File: src/rtl/ctrl_pkg.sv
// rtl/ctrl_pkg.sv - shared types and encodings for the multicycle controller
package ctrl_pkg;

    typedef enum logic [3:0] {
        S_FETCH,
        S_DECODE,
        S_MEMADR,
        S_MEMRD,
        S_MEMWB,
        S_MEMWR,
        S_EXEC,
        S_ALUWB,
        S_BRANCH,
        S_HALT
    } state_t;

    typedef enum logic [2:0] {
        CLS_LDUR,
        CLS_STUR,
        CLS_CBZ,
        CLS_RTYPE,
        CLS_ILLEGAL
    } op_class_t;

    localparam logic [10:0] OP_LDUR  = 11'b11111000010;
    localparam logic [10:0] OP_STUR  = 11'b11111000000;
    localparam logic [10:0] OP_CBZ   = 11'b10110100000;
    localparam logic [10:0] MASK_CBZ = 11'b11111111000;
    localparam logic [10:0] OP_ADD   = 11'b10001011000;
    localparam logic [10:0] OP_SUB   = 11'b11001011000;
    localparam logic [10:0] OP_AND   = 11'b10001010000;
    localparam logic [10:0] OP_ORR   = 11'b10101010000;

    localparam logic [1:0] ALUOP_ADD   = 2'b00;
    localparam logic [1:0] ALUOP_PASSB = 2'b01;
    localparam logic [1:0] ALUOP_FUNCT = 2'b10;

    localparam logic [1:0] SRCB_REG     = 2'b00;
    localparam logic [1:0] SRCB_FOUR    = 2'b01;
    localparam logic [1:0] SRCB_IMM     = 2'b10;
    localparam logic [1:0] SRCB_IMM_SH2 = 2'b11;

    // States that wait on memReady and are therefore guarded by the timeout counter
    function automatic logic is_wait_state(input state_t s);
        return (s == S_FETCH) || (s == S_MEMRD) || (s == S_MEMWR);
    endfunction

endpackage

File: src/rtl/op_classify.sv
// rtl/op_classify.sv - combinational opcode-to-class decoder
module op_classify
    import ctrl_pkg::*;
(
    input  logic [10:0] Op,
    output op_class_t   op_class
);

    always_comb begin
        op_class = CLS_ILLEGAL;
        if (Op == OP_LDUR) begin
            op_class = CLS_LDUR;
        end else if (Op == OP_STUR) begin
            op_class = CLS_STUR;
        end else if ((Op & MASK_CBZ) == OP_CBZ) begin
            op_class = CLS_CBZ;
        end else if ((Op == OP_ADD) || (Op == OP_SUB) || (Op == OP_AND) || (Op == OP_ORR)) begin
            op_class = CLS_RTYPE;
        end
    end

endmodule

File: src/rtl/multicycle_ctrl.sv
// rtl/multicycle_ctrl.sv - multicycle datapath control FSM with memory-timeout guard
module multicycle_ctrl
    import ctrl_pkg::*;
#(
    parameter int WAIT_MAX = 15
) (
    input  logic        clk,
    input  logic        reset,
    input  logic [10:0] Op,
    input  logic        zero,
    input  logic        memReady,
    output logic        pcWrite,
    output logic        irWrite,
    output logic        iorD,
    output logic        reg2Loc,
    output logic        aluSrcA,
    output logic        memRead,
    output logic        memWrite,
    output logic        memToReg,
    output logic        regWrite,
    output logic        pcSrc,
    output logic [1:0]  aluSrcB,
    output logic [1:0]  ALUOp,
    output logic        instrDone,
    output logic        illegalOp,
    output logic        memErr
);

    localparam logic [7:0] WAIT_LAST = 8'(WAIT_MAX - 1);

    state_t     state;
    state_t     state_next;
    op_class_t  op_class;
    logic [7:0] wait_cnt;
    logic       in_wait;
    logic       timeout;

    op_classify u_classify (
        .Op       (Op),
        .op_class (op_class)
    );

    assign in_wait = is_wait_state(state);
    // Last tolerated low cycle; a memReady arriving here still completes normally
    assign timeout = in_wait && !memReady && (wait_cnt == WAIT_LAST);

    always_ff @(posedge clk or posedge reset) begin
        if (reset) begin
            state <= S_FETCH;
        end else begin
            state <= state_next;
        end
    end

    always_ff @(posedge clk or posedge reset) begin
        if (reset) begin
            wait_cnt <= 8'd0;
        end else if (!in_wait || memReady || (state_next != state)) begin
            wait_cnt <= 8'd0;
        end else begin
            wait_cnt <= wait_cnt + 8'd1;
        end
    end

    always_ff @(posedge clk or posedge reset) begin
        if (reset) begin
            memErr <= 1'b0;
        end else if (timeout) begin
            memErr <= 1'b1;
        end
    end

    always_comb begin
        state_next = state;
        pcWrite    = 1'b0;
        irWrite    = 1'b0;
        iorD       = 1'b0;
        reg2Loc    = 1'b0;
        aluSrcA    = 1'b0;
        memRead    = 1'b0;
        memWrite   = 1'b0;
        memToReg   = 1'b0;
        regWrite   = 1'b0;
        pcSrc      = 1'b0;
        aluSrcB    = SRCB_REG;
        ALUOp      = ALUOP_ADD;
        instrDone  = 1'b0;
        illegalOp  = 1'b0;

        case (state)
            S_FETCH: begin
                memRead = 1'b1;
                aluSrcB = SRCB_FOUR;
                // Reset parks the FSM here, but nothing may be latched while it is held
                irWrite = memReady && !reset;
                pcWrite = memReady && !reset;
                if (memReady) begin
                    state_next = S_DECODE;
                end else if (timeout) begin
                    state_next = S_HALT;
                end
            end
            S_DECODE: begin
                aluSrcB = SRCB_IMM_SH2;
                reg2Loc = (op_class == CLS_STUR) || (op_class == CLS_CBZ);
                case (op_class)
                    CLS_LDUR, CLS_STUR: state_next = S_MEMADR;
                    CLS_RTYPE:          state_next = S_EXEC;
                    CLS_CBZ:            state_next = S_BRANCH;
                    default: begin
                        illegalOp  = 1'b1;
                        instrDone  = 1'b1;
                        state_next = S_FETCH;
                    end
                endcase
            end
            S_MEMADR: begin
                aluSrcA    = 1'b1;
                aluSrcB    = SRCB_IMM;
                reg2Loc    = (op_class == CLS_STUR);
                state_next = (op_class == CLS_STUR) ? S_MEMWR : S_MEMRD;
            end
            S_MEMRD: begin
                memRead = 1'b1;
                iorD    = 1'b1;
                if (memReady) begin
                    state_next = S_MEMWB;
                end else if (timeout) begin
                    state_next = S_HALT;
                end
            end
            S_MEMWB: begin
                regWrite   = 1'b1;
                memToReg   = 1'b1;
                instrDone  = 1'b1;
                state_next = S_FETCH;
            end
            S_MEMWR: begin
                memWrite = 1'b1;
                iorD     = 1'b1;
                reg2Loc  = 1'b1;
                if (memReady) begin
                    instrDone  = 1'b1;
                    state_next = S_FETCH;
                end else if (timeout) begin
                    state_next = S_HALT;
                end
            end
            S_EXEC: begin
                aluSrcA    = 1'b1;
                ALUOp      = ALUOP_FUNCT;
                state_next = S_ALUWB;
            end
            S_ALUWB: begin
                regWrite   = 1'b1;
                instrDone  = 1'b1;
                state_next = S_FETCH;
            end
            S_BRANCH: begin
                aluSrcA    = 1'b1;
                ALUOp      = ALUOP_PASSB;
                reg2Loc    = 1'b1;
                pcSrc      = 1'b1;
                pcWrite    = zero;
                instrDone  = 1'b1;
                state_next = S_FETCH;
            end
            S_HALT: begin
                state_next = S_HALT;
            end
            default: begin
                state_next = S_FETCH;
            end
        endcase
    end

endmodule

File: config.mk
export PLATFORM = sky130hd
export DESIGN_NAME = multicycle_ctrl
export DESIGN_NICKNAME = d
export VERILOG_FILES = /design/src/rtl/ctrl_pkg.sv /design/src/rtl/op_classify.sv /design/src/rtl/multicycle_ctrl.sv
export SDC_FILE = /design/constraint.sdc
export NUM_CORES = 1
export LEC_CHECK = 0
export ABC_AREA = 1
export BUFFER_PORTS_ARGS = -buffer_cell sky130_fd_sc_hd__buf_2
export CAP_MARGIN = 0
export CORE_ASPECT_RATIO = 1.1
export CORE_MARGIN = 2
export CORE_UTILIZATION = 42
export CTS_CLUSTER_SIZE = 10
export DETAILED_ROUTE_END_ITERATION = 12
export PLACE_DENSITY = 0.67
export SETUP_SLACK_MARGIN = 0.15
export SYNTH_ARGS = -nofsm -noshare
export SYNTH_HDL_FRONTEND = slang
export SYNTH_SLANG_ARGS = --single-unit
File: constraint.sdc
create_clock -name clk -period 1.64 [get_ports clk]
set_input_delay 0.082 -clock clk [delete_from_list [all_inputs] [get_ports clk]]
set_output_delay 0.082 -clock clk [all_outputs]
set_load 0.005 [all_outputs]
Word-level counts from Yosys, hierarchy flattened

Index checks and enable logic that the tools add are counted.

Equal/unequal tests: 21
Reductions and logical operators: 24
Add/sub/neg operators: 1
Muxes and demuxes: 28

Operators by type and width:

| kind                 | number |
|---|---|
| $eq 11x11->1 const B | 6 |
| $pmux 4 s7           | 1 |
| $eq 4x3->1 const B   | 4 |
| $mux 4               | 4 |
| $mux 3               | 5 |
| $pmux 4 s3           | 1 |
| $mux 1               | 11 |
| $reduce_or 2->1      | 5 |
| $add 8x1->8 const B  | 1 |
| $eq 4x2->1 const B   | 2 |
| $eq 4x4->1 const B   | 2 |
| $eq 8x4->1 const B   | 1 |
| $eq 8x8->1 const B   | 1 |
| $logic_or 1x1->1     | 8 |
| $mux 8               | 1 |
| $eq 3x2->1 const B   | 2 |
| $pmux 1 s3           | 2 |
| $pmux 2 s3           | 1 |
| $reduce_or 3->1      | 2 |
| $eq 4x1->1 const B   | 1 |
| $logic_not 4->1      | 1 |
| $ne 4x4->1           | 1 |
| $pmux 2 s2           | 1 |
| $reduce_or 4->1      | 1 |
| other kinds (5)      | 9 |

Register bits: 13
Output and inout port bits: 17

Logic depth before layout (Yosys ltp)

Depth after elaboration: 15
Depth in mapped cells: 9
Gate-level depth less buffers: 9

By module

Synthesis repeated with hierarchy kept, for this count alone.

Cell total of the unflattened synthesis: 154
Area total of the unflattened synthesis: 1,099.8 um^2

Modules (own cells, without submodules):

| module          | cells each | times used | area each (um^2) |
|---|---|---|---|
| multicycle_ctrl | 124        | 1          | 962.2 |
| op_classify     | 30         | 1          | 137.6 |

Worst setup path before layout

No wires, ideal clock.

Path type: reg-to-reg
Start point: reg wait_cnt[0]
End point: reg wait_cnt[2]
Cell stages (with the launch flop): 10
Arrival: 1,194 ps
Setup slack: 325 ps
Clock period less this slack: 1,315 ps
Cells stage by stage: dfrtp_1 inv_1 ha_1 nand3_1 nor2_4 nand3_4 nand3_4 nand2_4 nand2_8 nor2_2

Longest elaborated chain between the ends: 8
Elaborated cells between the ends (all ways): 11

RTL lines:

| element                          | RTL line                                                              | RTL |
|---|---|---|
| start, declared                  | multicycle_ctrl.sv:34                                                 | `logic [7:0] wait_cnt;` |
| start signal, assigned           | multicycle_ctrl.sv:61                                                 | `wait_cnt <= wait_cnt + 8'd1;` |
| $eq 8x4->1 (*)                   | multicycle_ctrl.sv:45                                                 | `assign timeout = in_wait && !memReady && (wait_cnt == WAIT_LAST);` |
| $logic_and 1x1->1 (*)            | multicycle_ctrl.sv:45                                                 |  |
| $mux 4 (*)                       | multicycle_ctrl.sv:99, multicycle_ctrl.sv:128, multicycle_ctrl.sv:145 |  |
| $mux 4, on equally long branches | multicycle_ctrl.sv:142, multicycle_ctrl.sv:97, multicycle_ctrl.sv:126 |  |
| $pmux 4 s7 (*)                   | multicycle_ctrl.sv:90                                                 | `case (state)` |
| via state_next[3]                | multicycle_ctrl.sv:32                                                 | `state_t state_next;` |
| $ne 4x4->1 (*)                   | multicycle_ctrl.sv:58                                                 | `end else if (!in_wait \|\| memReady \|\| (state_next != state)) begin` |
| $logic_or 1x1->1 (*)             | multicycle_ctrl.sv:58                                                 |  |
| $mux 8 (*)                       | multicycle_ctrl.sv:58                                                 |  |

The timed path passes the listed nets; every way through them passes the cells marked *.
A chain may end at the register's enable or synchronous reset.

Worst setup path after layout

Start point: reg state[1]
End point: out reg2Loc

Longest elaborated chain between the ends: 3
Elaborated cells between the ends (all ways): 6

RTL lines:

| element                                  | RTL line              | RTL |
|---|---|---|
| start, declared                          | multicycle_ctrl.sv:31 | `state_t state;` |
| start signal, assigned                   | multicycle_ctrl.sv:51 | `state <= state_next;` |
| $eq 4x3->1 or $eq 4x4->1 (tied branches) | multicycle_ctrl.sv:90 |  |
| $reduce_or 2->1 (no source line)         | n/a                   |  |
| $pmux 1 s3 (*)                           | multicycle_ctrl.sv:90 |  |
| end, declared                            | multicycle_ctrl.sv:15 | `output logic reg2Loc,` |

Every way passes the cells marked *; elsewhere a longest branch is shown, timed or not.

==> flow_results.org <==
** Min path
- In this run the most critical hold path is launched from Op[1].
- The tightest min-delay check is of the input pin to flip-flop type.
- Along the worst hold path, the cell count comes to 4.
- Capture endpoint of the worst hold path :: state[2]

** Power
- Max VDD drop :: 0.496 mV
- Combinational cells account for 8.8% of the total power.
- Power Internal :: 0.434 mW
- Net switching power :: 0.152 mW
- Dividing total power by cell area gives a power density of 370 nW/um2.
- Share of power burned in registers :: 54.7%
- The design draws 0.586 mW.
- Switch share :: 25.9%
- Clock Power Share :: 36.5%
- The analysis attributes to cell leakage a power of 0.772 nW.

** Floorplan
- 32 I/O pins were placed.
- The initial utilization of the core area, before any placement, comes to 43.2%.
- After floorplanning, the core was sized to cover 2420 um2.
- Floorplan row count :: 19
- Die span in y :: 56.4 um
- The die covers 2910 um2.
- Die width :: 51.6 um

** Setup path
- Counting cells, the worst reg-to-reg path comes to 10.
- Walking the worst path, the cells encountered are inv_2 > nand2_2 > nor2_4 > nand4_4 > o21ai_2 > nand2_1 > nand3_1 > buf_2.
- Slowest cell delay on critical path :: 0.48 ns
- In this run the worst path has a maximum fanout of 5.
- Worst Path Required :: 1.56 ns
- In this run the critical register-to-register path is captured at wait_cnt[3].
- STA classifies the critical path endpoint as an output port.
- The worst register-to-register path begins at state[3].
- The worst setup path is launched from a flip-flop.
- Across all register-to-register paths, the minimum setup slack is 0.04 ns.
- Category of the critical setup timing path :: flip-flop to output port
- Arrival time worst endpoint :: 1.53 ns
- Worst path slowest cell :: dfrtp_2

** Placed design
- Final HPWL from detailed placement :: 1950 um
- Worst setup timing slack at the placement stage :: 0.164 ns
- During placement, the flow inserted port buffers numbering 31.
- The congestion estimate from routability-driven global placement came to 0.877.

** Timing
- Between clock sinks in the finished design, the worst skew comes to 0.0122 ns.
- Setup violations remaining at the end of the flow were counted as 0.
- Final hold violation count :: 0
- Unrepaired setup endpoints after global routing :: true
- Across all hold checks on the routed design, the worst slack comes to 0.171 ns.
- Counting I/O delays and the setup requirement, the final critical path takes 1.61 ns.
- In the post-route analysis, the smallest setup slack over all paths is 0.0303 ns.
- The worst pin sits at a relative slew slack of 65.0%.
- The final critical path takes up 98.2% of the cycle.
- Total count of max-transition violations in the final report :: 0
- Max Clock Freq :: 621 MHz
- Slew at the pin with the worst max-slew slack :: 0.524 ns

** Layout
- From synthesis to final layout, the design area changed by 50.8%.
- Number of antenna diodes :: 0
- Number of inserted filler cells in the final layout :: 204
- After the last flow step, the layout net total stands at 222.
- Cells with a size suffix above 1 make up 51.5% of the layout.

** Logic synthesis
- The Yosys step of the flow raised 0 warnings.
- Mean instance size in the synthesized netlist :: 7.13 um2
- The number of nets handed over by synthesis was 164.
- Number of unique standard cell types used by synthesis :: 25
- The mapped netlist covers 1050 um2.
- Largest cells by area after synthesis :: dfrtp_1 (31%), nand2_1 (9.3%), nor2_1 (7.2%)
- Synthesis produced 147 cells.
- The largest total area in the synthesized netlist belongs to dfrtp_1.
- Share of synthesized area occupied by flip-flops and latches :: 31.0%
- Counting flops and latches in the post-synthesis netlist gives 13.
- After synthesis, the largest area contributor takes up 31.0% of total cell area.

** Status
- The flow ran to the end, and the final reports show no timing, DRC or antenna violations.

** Global route
- The via count of the first global-routing pass was 1095.
- Leftover overflow at the end of global routing :: 0
- Global routing consumed, over all layers together, 20.4% of the routing resources.
- Pin count of the biggest net entering global routing :: 14
- Global-route wire length before repair :: 4610 um
- Antenna violations before repair :: 0

** Drt
- Summing over every cut layer, the via total after detailed routing is 1213.
- The first detailed-routing pass ran for 4 iterations.
- Mean number of vias per cell :: 5.16
- Post-detailed-route wirelength per cell :: 14.2 um
- For this run, design rule violations remaining after detail routing come to 0.
- Number of nets with antenna violations after detailed routing :: 0
- Final WL :: 3340 um
- Initial detailed-routing violation count :: 36

** CTS
- Maximum clock insertion buffer count :: 2
- The later pin in the worst-skew pair is clocked with a latency of 0.29 ns.
- Maximum level of the CTS H-tree :: 1
- In this run the clock root is driven by a clkbuf_4.
- CTS clock-pin slew for the worst setup and hold paths :: 0.09 ns
- Clock tree synthesis inserted a total of 3 buffers.
- TritonCTS clock tree :: yes
- Number of sinks on the clock net :: 13

** Job
- Across the run, the number of max-cap violations was 0.
stage by stage:
step	util [%]	std cells	instance area, um2	TNS (ns)
floorplan	-	147	1050	0
global placement	51.2	209	1240	0
detailed placement	51.2	209	1240	0
CTS	57.2	224	1390	0
global route	65.2	235	1580	-0.0531
finish	65.2	235	1580	0
final cells by class:
type / count / area [um2] / share of cell area, %
Multi-Input combinational cell: 108 / 729 / 46.1
Tap cell: 31 / 38.8 / 2.45
Inverter: 26 / 103 / 6.49
Clock buffer: 4 / 26.3 / 1.66
Sequential cell: 13 / 330 / 20.9
Timing Repair Buffer: 53 / 354 / 22.4
Yosys cell counts:
cell and count:
nand2_1 26, nand3_4 3, nor3_1 3, o21ai_0 5
xor2_1 4, xnor2_1 1, nor2_2 11, o21ai_1 3
inv_1 16, nand4_1 6, inv_2 9, dfrtp_1 13
a21oi_1 3, a211oi_1 1, clkinv_1 1, nor2_4 1
nand2_8 1, ha_1 2, nand2_4 1, nand4_2 1
nor3_2 1, nor2_1 20, nand2_2 4, o31ai_1 1
nand3_1 10
per-layer routing:
layer  track usage (%)  part of all wire [%]  vias to the layer above
li1                  -                     -                      579
met1              26.0                    39                      573
met2              34.8                    54                       51
met3              1.33                   5.4                       10
met4              8.65                   1.7                        0
met5                 0                     0                        -
layout by cell type, fill, tap and decap left out, types with 5 or more instances in the layout:
master and instances:
buf_2 31, nand2_1 23, nor2_1 16, buf_4 15
inv_1 13, inv_2 10, nand3_1 10, nor2_4 9
dfrtp_1 9, nor2_2 7, nand4_1 6, buf_6 5
worst max-delay path by stage:
stage                      from  depth (start not counted)          end  slack (ns)
global placement       state[3]                          8  wait_cnt[3]        0.13
global route           state[1]                          8      reg2Loc       -0.03
CTS                    state[0]                          6      pcWrite        0.07
detailed placement     state[3]                          8  wait_cnt[5]        0.16
finish                 state[1]                          8      reg2Loc        0.03
floorplan           wait_cnt[0]                          9  wait_cnt[2]        0.32
kinds of logic after synthesis:
| logic type | after synthesis | share of synthesized area, % |
|---|---|---|
| simple gates | 88 | 46.4 |
| buf+inv | 26 | 9.31 |
| compound gates | 13 | 6.68 |
| flops | 13 | 31.0 |
| xor+xnor | 5 | 4.18 |
| fa+ha+maj | 2 | 2.39 |
power groups by stage:
stage               registers, mW  logic [mW]  clock network [mW]
finish                      0.320      0.0517               0.214
global route                0.320      0.0582               0.224
CTS                         0.320      0.0511               0.203
detailed placement          0.327      0.0484                   0
global placement            0.327      0.0460                   0
floorplan                   0.327      0.0219                   0
timing repair:
item | 4_1_cts | 5_1_grt
setup endpoints to repair | 15 | 23
buffers inserted | 10 | 11
gates resized for setup | 10 | 30
pin swaps | 7 | 15
hold buffers | 1 | 0
endpoints found under the hold margin | 13 | 0
flip-flops by register name (all words and copies together) (netlist names):
| name | flops |
|---|---|
| wait_cnt | 8 |
| state | 4 |
| memErr | 1 |
critical path, delay by kind of cell (launching register included):
family | cells | cell delay [ns]
AOI/OAI and AO/OA | 1 | 0.07
buffers and inverters | 2 | 0.20
DFF | 1 | 0.48
and+or+nand+nor | 5 | 0.50
(Power assumes the default switching activity.)
